--- src/rtl/program_loader.sv ---
// Boot loader: assembles a big-endian byte stream into 32-bit words and writes them to instruction memory.
// Define LOADER_CHECKSUM_EN to require a trailing XOR checksum word before the image is accepted.
module program_loader #(
   parameter int          MAX_WORDS = 64,
   parameter logic [31:0] BASE_ADDR = 32'h0000_0000
) (
   input  logic        CLK,
   input  logic        RST,
   input  logic        Start,
   input  logic [7:0]  ByteIn,
   input  logic        ByteValid,
   output logic        ByteReady,
   output logic        MemWE,
   output logic [31:0] MemAddr,
   output logic [31:0] MemData,
   output logic        CPUHold,
   output logic        Done,
   output logic        Error,
   output logic [15:0] WordCount
);

   // Byte stream handshake: a byte moves on a rising edge where ByteValid and ByteReady are both 1;
   // ByteReady depends only on state, so the loader never stalls a byte inside a receiving state.

   typedef enum logic [2:0] {
      S_IDLE,
      S_HEADER,
      S_DATA,
`ifdef LOADER_CHECKSUM_EN
      S_CHECK,
`endif
      S_DONE,
      S_ERROR
   } state_t;

   localparam logic [16:0] MAX_W = 17'(MAX_WORDS);

   state_t      state;
   state_t      next_state;
   logic [1:0]  byte_cnt;
   logic [31:0] word_sh;
   logic [15:0] n_words;
   logic        xfer;
   logic        word_done;
   logic [31:0] full_word;
   logic        start_ok;
   logic        hdr_bad;
   logic        last_data;
`ifdef LOADER_CHECKSUM_EN
   logic [31:0] acc;
`endif

   assign xfer      = ByteValid & ByteReady;
   assign word_done = xfer & (byte_cnt == 2'd3);
   assign full_word = {word_sh[23:0], ByteIn};
   assign start_ok  = Start & ((state == S_IDLE) | (state == S_DONE) | (state == S_ERROR));
   assign hdr_bad   = (full_word[15:0] == 16'd0) | ({1'b0, full_word[15:0]} > MAX_W);
   assign last_data = ((WordCount + 16'd1) == n_words);

   always_ff @(posedge CLK) begin
      if (RST) begin
         state <= S_IDLE;
      end else begin
         state <= next_state;
      end
   end

   always_comb begin
      next_state = state;
      case (state)
         S_IDLE: begin
            if (Start) next_state = S_HEADER;
         end
         S_HEADER: begin
            if (word_done) next_state = hdr_bad ? S_ERROR : S_DATA;
         end
         S_DATA: begin
            if (word_done && last_data) begin
`ifdef LOADER_CHECKSUM_EN
               next_state = S_CHECK;
`else
               next_state = S_DONE;
`endif
            end
         end
`ifdef LOADER_CHECKSUM_EN
         S_CHECK: begin
            if (word_done) next_state = (full_word == acc) ? S_DONE : S_ERROR;
         end
`endif
         S_DONE, S_ERROR: begin
            if (Start) next_state = S_HEADER;
         end
         default: next_state = S_IDLE;
      endcase
   end

   // DONE is entered on the edge that issues the last write; Done is masked while that
   // write strobe is still up so the CPU is released only in the following cycle.
   always_comb begin
      ByteReady = 1'b0;
      Done      = 1'b0;
      Error     = 1'b0;
      CPUHold   = 1'b1;
      case (state)
         S_HEADER, S_DATA: ByteReady = 1'b1;
`ifdef LOADER_CHECKSUM_EN
         S_CHECK:          ByteReady = 1'b1;
`endif
         S_DONE: begin
            Done    = ~MemWE;
            CPUHold = MemWE;
         end
         S_ERROR:          Error = 1'b1;
         default:          ByteReady = 1'b0;
      endcase
   end

   always_ff @(posedge CLK) begin
      if (RST) begin
         byte_cnt  <= 2'd0;
         word_sh   <= 32'd0;
         n_words   <= 16'd0;
         WordCount <= 16'd0;
         MemWE     <= 1'b0;
         MemAddr   <= BASE_ADDR;
         MemData   <= 32'd0;
`ifdef LOADER_CHECKSUM_EN
         acc       <= 32'd0;
`endif
      end else begin
         MemWE <= 1'b0;

         if (start_ok) begin
            byte_cnt <= 2'd0;
         end else if (xfer) begin
            byte_cnt <= byte_cnt + 2'd1;
         end

         if (xfer) begin
            word_sh <= full_word;
         end

         if ((state == S_HEADER) && word_done) begin
            n_words <= full_word[15:0];
            if (!hdr_bad) begin
               WordCount <= 16'd0;
`ifdef LOADER_CHECKSUM_EN
               acc       <= 32'd0;
`endif
            end
         end

         if ((state == S_DATA) && word_done) begin
            MemWE     <= 1'b1;
            MemData   <= full_word;
            MemAddr   <= BASE_ADDR + {14'd0, WordCount, 2'b00};
            WordCount <= WordCount + 16'd1;
`ifdef LOADER_CHECKSUM_EN
            acc       <= acc ^ full_word;
`endif
         end
      end
   end

endmodule

--- config.mk ---
export PLATFORM = sky130hd
export DESIGN_NAME = program_loader
export DESIGN_NICKNAME = d
export VERILOG_FILES = /design/src/rtl/program_loader.sv
export SDC_FILE = /design/constraint.sdc
export NUM_CORES = 1
export LEC_CHECK = 0
export CAP_MARGIN = 20
export CELL_PAD_IN_SITES_DETAIL_PLACEMENT = 0
export CELL_PAD_IN_SITES_GLOBAL_PLACEMENT = 1
export CORE_MARGIN = 4
export CORE_UTILIZATION = 38
export DETAILED_ROUTE_END_ITERATION = 7
export PLACE_DENSITY = 0.87
export SLEW_MARGIN = 20
export SYNTH_ARGS = -nofsm -noshare
export SYNTH_HDL_FRONTEND = slang
export SYNTH_SLANG_ARGS = --single-unit
--- constraint.sdc ---
create_clock -name CLK -period 3.75 [get_ports CLK]
set_input_delay 0.9375 -clock CLK [delete_from_list [all_inputs] [get_ports CLK]]
set_output_delay 0.9375 -clock CLK [all_outputs]
set_load 0.01 [all_outputs]
==> reports/qor.yml <==
outcome: "completed"
fmax_ghz: 0.319
critPathMaxFanout: 8
clock_skew_ns: 0.00675
drive_gt1_frac: 0.0601
clockRootBuffer: "clkbuf_16"
powerDensity_nw_per_um2: 414
clk_latency_ns: 0.34
reg2reg_to: "state[0]"
synth_edf_count: 0
grt_pass1_wl_mm: 20.4
critical_path.endpoint: "state[0]"
dp.final_hpwl_mm: 8.90
worst_setup_path_start_kind: "register"
slew_violations: 0
rows: 40
grt_pass1_vias: 4037
min_period_ns: 3.14
arrival_ns: 3.37
cts_tree: "built"
worst_slack_ns: 0.613
cp_cell_sequence: "ha_1 > nand4_4 > nor3_4 > nand3_1 > a31o_1 > or4_4 > o31a_1 > o311a_1"
path_class: "reg2reg"
seq_area_frac_synth: 0.456
die_x_microns: 121
portBuffers: 80
final_cell_mix: "nand2_1 (163), dfxtp_1 (110), a21oi_1 (83)"
avgRoutedWirePerCell_microns: 15.2
ys_ff_latch: 110
io_pins: 97
synth_cell_types: 52
grt_setup_unrepaired: "false"
diodes: 0
drt-initial-drc-count: 278
drv_cap: 0
nNetsFinal: 675
tightest_slew_ns: 0.895
holdBufCountCts: 0
drt-total-wl_mm: 12.7
setup_tns_ns: 0
path_depth: 8
cp-end-kind: "register"
reg2reg_from: "WordCount[1]"
grtUsageTotal: 0.175
slowest_delay_ns: 0.52
grt_start_max_net_pins: 91
cp_top_family: "simple AND/OR/NAND/NOR gates"
reg2reg_depth: 8
multi_input_area_sq_um: 2370
synthCells: 602
vias: 4217
synth_top_area_frac: 0.456
finalHoldViolCount: 0
grt-ovfl-total: 0
finalNonFillerCells: 834
synth_area_leaders: "dfxtp_1 (46%), nand2_1 (13%), a21oi_1 (8.6%), mux2i_1 (3.3%), o21ai_0 (2.7%)"
postCtsSetupRepairBufs: 0
first_pass_iters: 4
path_clk_slew_ns: 0.07
synth.cell_area_sq_um: 4830
drc_errors: 0
synth_area_leader_cell: "dfxtp_1"
startpoint: "WordCount[1]"
place_worst_setup_slack_ns: 0.376
ff_latch_area_sq_um: 2200
setup_viol: 0
areaGrowthSynthToFinish_pct: 23.8
coreArea_sq_um: 12200
cp.required_ns: 3.99
dp.cells: 818
final_common_cell: "nand2_1"
critPathBufInv: 0
antenna_found_initial: 0
min_from: "MemAddr[14]"
cts_buffers: 9
cts_buffer_depth: 2
hp-class: "reg2reg"
syn_area_per_cell_sq_um: 8.03
drtAntennaViolNets: 0
maxSlewHeadroom: 0.403
cts_resized: 0
post-route-period-util: 0.837
die_area_sq_um: 14600
crit_slowest_cell: "or4_4"
htree_num_levels: 3
gp_congestion: 0.892
clock_sinks: 110
num-fill-cells: 1249
reg2reg_setup_slack_ns: 0.61
dieHeight_microns: 121
ys_warn_count: 0
leakagePower_nw: 2.09
peakVddDrop_v: 0.000193
via_per_inst: 5.06
initial_core_util: 0.396
ys_dominant_reg_cell: "dfxtp_1"
async_reset_ff_frac: 0
## synthesized netlist by cell type, types with 2 or more instances
cell and instances:
inv_1 8, xnor2_1 14, o21ai_0 26, nand3_4 2
and3_1 3, nand2_1 163, a31oi_1 3, nor3_1 6
clkbuf_1 30, or3_1 4, buf_2 8, dfxtp_1 110
o311a_1 2, a22o_1 2, a211oi_1 2, nand3_1 8
a21o_1 2, buf_4 17, o31a_1 2, nand2b_1 4
a21oi_1 83, nor2_1 34, and2_1 4, ha_1 2
nor2b_1 4, mux2i_1 16, buf_1 3, o31ai_1 4
o221ai_1 3, xor2_1 7, and4_1 2, nand4_1 4
## sequential cells by signal, indices dropped and copies added (netlist names)
name and count:
word_sh 24, byte_cnt 2, state 3, MemWE 1, WordCount 16, n_words 16, MemData 32, MemAddr 16
## worst min path at each step
stage                        endpoint  slack, ns  cells past startpoint
final                     MemAddr[14]       0.45                      2
after global routing      MemData[27]       0.48                      2
after CTS                 MemAddr[14]       0.46                      2
after detailed placement  MemAddr[14]       0.45                      2
after global placement    MemAddr[14]       0.44                      2
after floorplan           MemData[24]       0.43                      2
## power by group
part           internal (mW)  switching (mW)
Sequential              1.20          0.0560
Clock                  0.486           0.435
Combinational          0.111           0.190
Total                   1.80           0.681
## final cells by class
class / count / share of cell area
Inverter: 8 / 0.00502
Tap cell: 168 / 0.0351
Timing Repair Buffer: 91 / 0.147
Multi-Input combinational cell: 441 / 0.397
Clock buffer: 11 / 0.0423
Clock inverter: 5 / 0.00565
Sequential cell: 110 / 0.368
## through the flow
stage	utilization	power [mW]	cell area [sq um]	hold WS, ns
2_1_floorplan	-	1.49	4890	0.432
3_3_place_gp	0.466	1.57	5700	0.442
6_report	0.490	2.48	5980	0.454
5_1_grt	0.490	2.58	5980	0.476
3_5_place_dp	0.466	1.58	5700	0.447
4_1_cts	0.490	2.50	5980	0.457
## metal layers
layer,share of wire,vias up,global-route usage
li1,-,2105,-
met1,0.45,1977,0.225
met2,0.47,115,0.287
met3,0.051,20,0.0332
met4,0.022,0,0.0737
met5,0,-,0
## worst reg2reg max path: stages, from the launching register on
cell and delay [ns]:
dfxtp_1 0.49, ha_1 0.44, nand4_4 0.19, nor3_4 0.27, nand3_1 0.19, a31o_1 0.28, or4_4 0.52, o31a_1 0.37
o311a_1 0.30
## cell families (layout without fill, tap and decap cells)
| kind of cell | count (synthesis) | count (layout) | share of synthesized area |
|---|---|---|---|
| AND/OR/NAND/NOR | 249 | 249 | 0.237 |
| AO/OA/AOI/OAI | 136 | 136 | 0.159 |
| flip-flops | 110 | 110 | 0.456 |
| buffers and inverters | 66 | 115 | 0.0665 |
| XOR/XNOR | 22 | 22 | 0.0427 |
| multiplexers | 16 | 16 | 0.0331 |
| adder cells (fa/ha/maj) | 2 | 2 | 0.00518 |
| other | 1 | 16 | 0.000776 |
No activity file was read; power rests on OpenSTA's default activity.
